## config.mk

```make
export PLATFORM = sky130hd
export DESIGN_NAME = pc_gen
export DESIGN_NICKNAME = d
export VERILOG_FILES = /design/src/rtl/pc_pkg.sv /design/src/rtl/pc_redirect_buf.sv /design/src/rtl/pc_gen.sv
export SDC_FILE = /design/constraint.sdc
export NUM_CORES = 1
export LEC_CHECK = 0
export ABC_AREA = 1
export BUFFER_PORTS_ARGS = -buffer_cell sky130_fd_sc_hd__buf_2
export CELL_PAD_IN_SITES_DETAIL_PLACEMENT = 1
export CELL_PAD_IN_SITES_GLOBAL_PLACEMENT = 2
export CORE_ASPECT_RATIO = 1.2
export CORE_MARGIN = 2
export CORE_UTILIZATION = 29
export CTS_CLUSTER_SIZE = 30
export DETAILED_ROUTE_END_ITERATION = 12
export GPL_ROUTABILITY_DRIVEN = 1
export HOLD_SLACK_MARGIN = 0.06
export PLACE_DENSITY_LB_ADDON = 0.12
export SLEW_MARGIN = 25
export SYNTH_ARGS = -nofsm -noshare
export SYNTH_HDL_FRONTEND = slang
export SYNTH_SLANG_ARGS = --single-unit
```

## constraint.sdc

```tcl
create_clock -name clk -period 2.3 [get_ports clk]
set_input_delay 0.46 -clock clk [delete_from_list [all_inputs] [get_ports clk]]
set_output_delay 0.46 -clock clk [all_outputs]
set_load 0.1 [all_outputs]
```

## src/rtl/pc_pkg.sv

```systemverilog
// ----------------------------------------------------------------------------
// pc_pkg
// Shared definitions for the program counter generator.
//
// Contents:
//   pc_state_e            - fetch FSM state encoding (BOOT, RUN, HOLD)
//   DEFAULT_RESET_VECTOR  - default address loaded into the PC by reset
//   DEFAULT_EXC_VECTOR    - default address loaded into the PC on an exception
//   MIN_PC_WIDTH          - smallest PC width the generator is meant for
// ----------------------------------------------------------------------------
package pc_pkg;

  // BOOT lasts exactly one cycle after reset and presents no fetch request.
  // RUN is normal sequential fetching, and HOLD means a redirect or
  // exception is parked in the buffer, waiting for the next advance.
  typedef enum logic [1:0] {
    BOOT = 2'd0,
    RUN  = 2'd1,
    HOLD = 2'd2
  } pc_state_e;

  localparam logic [31:0] DEFAULT_RESET_VECTOR = 32'h0000_0000;
  localparam logic [31:0] DEFAULT_EXC_VECTOR   = 32'h0000_0080;

  localparam int MIN_PC_WIDTH = 8;

endpackage : pc_pkg

```

## src/rtl/pc_redirect_buf.sv

```systemverilog
// ----------------------------------------------------------------------------
// pc_redirect_buf
// One-entry buffer that parks a redirect or exception target when it shows
// up in a cycle where the PC cannot advance. The next advance consumes the
// entry, and any advance clears it.
//
// Overwrite policy while the entry is occupied:
//   - an exception replaces a parked redirect (or a parked exception)
//   - a newer redirect replaces a parked redirect
//   - a redirect never replaces a parked exception
//
// Ports:
//   clk_i               - clock, rising edge
//   reset_ni            - synchronous active-low reset, clears the entry
//   advance_i           - the PC advances this cycle (entry is consumed)
//   exc_valid_i         - exception request
//   redirect_valid_i    - branch/jump request
//   redirect_target_i   - branch/jump destination, already aligned
//   valid_o             - entry is occupied
//   is_exc_o            - occupied entry came from an exception
//   target_o            - parked target address
//   capture_o           - some event is written into the entry this cycle
//   redirect_capture_o  - a redirect is written into the entry this cycle
// ----------------------------------------------------------------------------
module pc_redirect_buf
  import pc_pkg::*;
#(
  parameter int               WIDTH      = 32,
  parameter logic [WIDTH-1:0] EXC_VECTOR = WIDTH'(DEFAULT_EXC_VECTOR)
) (
  input  logic             clk_i,
  input  logic             reset_ni,
  input  logic             advance_i,
  input  logic             exc_valid_i,
  input  logic             redirect_valid_i,
  input  logic [WIDTH-1:0] redirect_target_i,
  output logic             valid_o,
  output logic             is_exc_o,
  output logic [WIDTH-1:0] target_o,
  output logic             capture_o,
  output logic             redirect_capture_o
);

  logic             valid_q, valid_d;
  logic             is_exc_q, is_exc_d;
  logic [WIDTH-1:0] target_q, target_d;

  logic capture_exc;
  logic capture_redirect;

  // Events can only be parked when the PC is not moving. A redirect that
  // arrives together with an exception is masked, and a redirect may not
  // displace a parked exception.
  assign capture_exc      = !advance_i && exc_valid_i;
  assign capture_redirect = !advance_i && !exc_valid_i && redirect_valid_i &&
                            !(valid_q && is_exc_q);

  // Next-state for the entry: an advance always empties it, since the PC
  // either uses the parked target or is overridden by a fresher event.
  always_comb begin
    valid_d  = valid_q;
    is_exc_d = is_exc_q;
    target_d = target_q;
    if (advance_i) begin
      valid_d  = 1'b0;
      is_exc_d = 1'b0;
    end else if (capture_exc) begin
      valid_d  = 1'b1;
      is_exc_d = 1'b1;
      target_d = EXC_VECTOR;
    end else if (capture_redirect) begin
      valid_d  = 1'b1;
      is_exc_d = 1'b0;
      target_d = redirect_target_i;
    end
  end

  // Entry registers; reset discards whatever was parked.
  always_ff @(posedge clk_i) begin
    if (!reset_ni) begin
      valid_q  <= 1'b0;
      is_exc_q <= 1'b0;
      target_q <= '0;
    end else begin
      valid_q  <= valid_d;
      is_exc_q <= is_exc_d;
      target_q <= target_d;
    end
  end

  assign valid_o            = valid_q;
  assign is_exc_o           = is_exc_q;
  assign target_o           = target_q;
  assign capture_o          = capture_exc || capture_redirect;
  assign redirect_capture_o = capture_redirect;

endmodule : pc_redirect_buf

```

## src/rtl/pc_gen.sv

```systemverilog
// ----------------------------------------------------------------------------
// pc_gen
// Program counter generator for an in-order fetch stage. Produces a
// registered fetch address, steps it by STEP on every accepted fetch, and
// steers it to exception or branch targets. Targets that arrive while the
// fetch cannot advance are parked in pc_redirect_buf until the next advance.
//
// Parameters:
//   WIDTH         - PC width in bits (8 or more)
//   STEP          - sequential increment, power of two from 1 to 8
//   RESET_VECTOR  - PC value loaded by reset
//   EXC_VECTOR    - PC value loaded on an exception
//
// Ports:
//   clk             - clock, all state changes on the rising edge
//   reset           - synchronous active-low reset
//   stall           - pipeline hold, PC does not advance
//   fetch_ready     - instruction memory accepts pc this cycle
//   redirect_valid  - branch/jump taken
//   redirect_target - branch/jump destination
//   exc_valid       - exception request
//   pc              - current fetch address (registered)
//   pc_valid        - pc is a valid fetch request
//   pc_next_seq     - pc + STEP, for link registers
//   pending         - a redirect or exception is parked
//   align_err       - one-cycle pulse after a misaligned redirect is taken
// ----------------------------------------------------------------------------
module pc_gen
  import pc_pkg::*;
#(
  parameter int               WIDTH        = 32,
  parameter int               STEP         = 4,
  parameter logic [WIDTH-1:0] RESET_VECTOR = WIDTH'(DEFAULT_RESET_VECTOR),
  parameter logic [WIDTH-1:0] EXC_VECTOR   = WIDTH'(DEFAULT_EXC_VECTOR)
) (
  input  logic             clk,
  input  logic             reset,
  input  logic             stall,
  input  logic             fetch_ready,
  input  logic             redirect_valid,
  input  logic [WIDTH-1:0] redirect_target,
  input  logic             exc_valid,
  output logic [WIDTH-1:0] pc,
  output logic             pc_valid,
  output logic [WIDTH-1:0] pc_next_seq,
  output logic             pending,
  output logic             align_err
);

  // STEP is a power of two, so STEP-1 selects exactly the address bits that
  // must be zero in a legal target. With STEP=1 the mask is empty.
  localparam logic [WIDTH-1:0] STEP_W     = WIDTH'(STEP);
  localparam logic [WIDTH-1:0] ALIGN_MASK = WIDTH'(STEP - 1);

  pc_state_e        state_q;
  logic             pc_valid_q;
  logic [WIDTH-1:0] pc_q, pc_d;
  logic             align_err_q, align_err_d;

  logic             advance;
  logic [WIDTH-1:0] aligned_target;
  logic             target_misaligned;
  logic [WIDTH-1:0] seq_pc;

  logic             buf_valid;
  logic             buf_is_exc;
  logic [WIDTH-1:0] buf_target;
  logic             buf_capture;
  logic             buf_redirect_capture;

  assign advance           = pc_valid_q && fetch_ready && !stall;
  assign aligned_target    = redirect_target & ~ALIGN_MASK;
  assign target_misaligned = |(redirect_target & ALIGN_MASK);
  assign seq_pc            = pc_q + STEP_W;

  pc_redirect_buf #(
    .WIDTH      (WIDTH),
    .EXC_VECTOR (EXC_VECTOR)
  ) u_redirect_buf (
    .clk_i              (clk),
    .reset_ni           (reset),
    .advance_i          (advance),
    .exc_valid_i        (exc_valid),
    .redirect_valid_i   (redirect_valid),
    .redirect_target_i  (aligned_target),
    .valid_o            (buf_valid),
    .is_exc_o           (buf_is_exc),
    .target_o           (buf_target),
    .capture_o          (buf_capture),
    .redirect_capture_o (buf_redirect_capture)
  );

  // Fetch FSM. BOOT gives the memory one quiet cycle after reset, then the
  // machine alternates between RUN and HOLD depending on whether a target
  // is parked. pc_valid is registered alongside the state so it is glitch
  // free. Events seen during BOOT are still parked by the buffer.
  always_ff @(posedge clk) begin
    if (!reset) begin
      state_q    <= BOOT;
      pc_valid_q <= 1'b0;
    end else begin
      case (state_q)
        BOOT: begin
          state_q    <= RUN;
          pc_valid_q <= 1'b1;
        end
        RUN: begin
          if (buf_capture) begin
            state_q <= HOLD;
          end
          pc_valid_q <= 1'b1;
        end
        HOLD: begin
          if (advance) begin
            state_q <= RUN;
          end
          pc_valid_q <= 1'b1;
        end
        default: begin
          state_q    <= BOOT;
          pc_valid_q <= 1'b0;
        end
      endcase
    end
  end

  // Next PC on an advance: a live exception beats a live redirect, which
  // beats a parked target, which beats the sequential address. A live event
  // on an advance also empties the buffer, so a stale parked target is
  // simply dropped.
  always_comb begin
    pc_d = pc_q;
    if (advance) begin
      if (exc_valid) begin
        pc_d = EXC_VECTOR;
      end else if (redirect_valid) begin
        pc_d = aligned_target;
      end else if (buf_valid) begin
        pc_d = buf_target;
      end else begin
        pc_d = seq_pc;
      end
    end
  end

  // A misaligned redirect is flagged only when it actually takes effect:
  // either steering the PC now or landing in the buffer. Redirects masked
  // by an exception, or refused because an exception is already parked,
  // never reach the PC and so are not reported.
  always_comb begin
    align_err_d = 1'b0;
    if (redirect_valid && !exc_valid && target_misaligned &&
        (advance || buf_redirect_capture)) begin
      align_err_d = 1'b1;
    end
  end

  // PC and alignment flag registers.
  always_ff @(posedge clk) begin
    if (!reset) begin
      pc_q        <= RESET_VECTOR;
      align_err_q <= 1'b0;
    end else begin
      pc_q        <= pc_d;
      align_err_q <= align_err_d;
    end
  end

  // The parked entry's kind matters only inside the buffer.
  logic unused_buf_is_exc;
  assign unused_buf_is_exc = buf_is_exc;

  assign pc          = pc_q;
  assign pc_valid    = pc_valid_q;
  assign pc_next_seq = seq_pc;
  assign pending     = buf_valid;
  assign align_err   = align_err_q;

endmodule : pc_gen

```

==> metrics.txt <==
cell count after synthesis=626; status=finished, violations left; startpoint types=register; Synth cell types=30; Slew @ Worst Pin=0.629 ns; Worst R2R End=pc[30]; xor/xnor cell area share of the yosys netlist=0.0436; Fin. Hold Viols=0; hold path start=redirect_target[0]; Remaining DRCs=0; drt pass-1 iters=4; antenna violations before repair=0; final critical-path share of the clock period=1.02; Slew Limit Fails=0; reg2reg start=pc[2]; Final nets=798; PD cells=533 mW/mm^2; Yosys top cell by area=dfxtp_1; main combinational cell family by area after synthesis=simple AND/OR/NAND/NOR gates; Reg clk slew, reported paths=0.06 ns; first-pass GRT wire length=24400 um; Cell Area, Synth=0.00387 sq mm; num ports=105; Area contributors post-synth=dfxtp_1 (34%), nand2_1 (24%), nor2_1 (7.9%); total grt overflow=0; pre-CTS WS=0.149 ns; Post-Synth Simple-Gate Area=0.413; Max Freq=0.427 GHz; Buffers on Ports=100; largest net degree at the start of global routing=30; Min-Delay Path Class=in2reg; area grow syn2layout=62.0%; Required @ worst endpoint=1.84 ns; hold path endpoint=align_err; crit path kind=reg2out; Setup violations, final=7; worst-case reg-to-reg path depth=13; share of cells above drive strength 1=0.378; VDD IR max=0.315 mV; Synth Warn #=0; DRT iter0 DRCs=111; RePlAce Congestion=0.799; Avg Synthesized Cell Area=6.19 sq um; Leak=2.85 nW; most frequent cells in the layout=nand2_1 (215), buf_2 (73), nor2_1 (68), inv_1 (44); mux share of post-synthesis cell area=0; Tot Pwr=3.35 mW; RSZ-0062 raised after global routing=true; failing checks=negative setup slack; Worst slew margin=0.580; Clk Latency, worst-skew pair=0.35 ns; # rows=46; crit path capture type=output port; post-synth top area share=0.341; Starting Density=0.295; via count of the first global-routing pass=4624; core footprint=0.0131 sq mm; compound-cell area share of the yosys netlist=0.116; DR vias/cell=4.76; die width=110 um; hpwl dp=11400 um; number of clock sinks=66; Routed Antenna Nets=0; Routed Wire Length=15600 um; maximum clock path buffer count=2; FF-to-FF setup slack=0.35 ns; register area share after synthesis=0.341; Max FO, Critical Path=4; WHS Path Cells=3; Layout Skew=0.00903 ns; hold buffers post-CTS=0; PnR worst setup slack=-0.0439 ns; crit path DAT=1.88 ns; die area=0.0143 sq mm; H-Tree Depth=3; commonest non-fill, non-tap cell in the layout=nand2_1; Vias=4432; DR WL/cell=16.8 um; GRT Total Usage=0.227; setup TNS=-0.195 ns; min cycle time layout=2.34 ns; Clock Tree Root=clkbuf_16; Post-Synth Adder-Cell Area=0.00323; Die H=131 um; max_cap viols=0; FF+latch count, synth=66; # diodes=0; Finished Core Util=0.478; TritonCTS clock tree=done; Inserted Clock Buffers=9
critical path, stage by stage (launching register included):
cell        delay [ns]
dfxtp_4           0.39
clkinvlp_4        0.12
nor2_4            0.22
nand2_8           0.12
nor2_4            0.26
xor2_4            0.23
buf_12            0.20
flip-flops by register name (all words and copies together) (netlist names):
name	cells
pc	30
u_redirect_buf.target_o	30
state_q	2
align_err	1
pc_valid	1
u_redirect_buf.is_exc_o	1
u_redirect_buf.valid_o	1
routing by layer:
metal,part of all wire,global-route usage,vias up
met5,0,0,-
met4,0.016,0.0640,0
met3,0.034,0.0372,14
met2,0.51,0.408,76
met1,0.44,0.279,2141
li1,-,-,2201
timing repair:
action | in CTS | in global routing
endpoints found under the setup margin | 23 | 27
cloned | 0 | 0
pin swaps | 23 | 34
buffers inserted | 16 | 13
resized for setup | 26 | 49
worst max path at each step:
stage	slack, ns	startpoint	end	cells after the start
after detailed placement	0.15	pc[2]	pc_next_seq[24]	8
after global placement	0.21	pc[2]	pc_next_seq[24]	8
after floorplan	-0.51	pc[2]	pc_next_seq[17]	5
final	-0.04	pc[2]	pc_next_seq[13]	6
after global routing	-0.17	pc[2]	pc_next_seq[24]	9
after CTS	-0.08	pc[2]	pc_next_seq[14]	7
kinds of logic after synthesis:
kind of cell               count (synthesis)
DFF                                       66
and+or+nand+nor                          382
other                                      1
AOI/OAI and AO/OA                         85
xor gates and xnor gates                  15
buffers and inverters                     76
adders and majority gates                  1
stage by stage:
step / cell area, sq um / std cells / hold WS [ns]
2_1_floorplan: 4340 / 629 / 0.426
3_3_place_gp: 5420 / 887 / 0.437
3_5_place_dp: 5420 / 887 / 0.455
4_1_cts: 5990 / 919 / 0.366
5_1_grt: 6280 / 932 / 0.379
6_report: 6280 / 932 / 0.379
where the power goes:
part,internal [mW],total [mW],switching (mW)
clock network,0.958,1.51,0.553
registers,1.18,1.21,0.0346
logic,0.171,0.626,0.455
total,2.31,3.35,1.04
synth_stat cells:
library cell and n:
nor3_1 1, o32ai_1 1, xor2_1 7, a21oi_1 42, nor2_4 10, and2_1 1, a211oi_1 2, o221ai_1 1
nor2_1 82, nand2_4 3, o211ai_1 2, nand2_1 252, nor2_8 1, buf_4 6, buf_2 7, nand3_1 26
o21ai_0 33, clkbuf_1 15, dfxtp_1 66, clkinv_1 2, o21ai_1 1, nand3b_1 2, a21o_1 3, conb_1 1
xnor2_1 3, ha_1 1, nor2_2 2, inv_1 46, nand2_2 2, xor2_2 5
layout make-up:
class,instances,area (sq um)
clock buffer,13,280
clock inverter,3,45.0
fill,1647,6850
inverter,48,188
multi-input combinational,487,2900
sequential,66,1380
tap,168,210
timing repair buffer,147,1270
(Power assumes the default switching activity.)
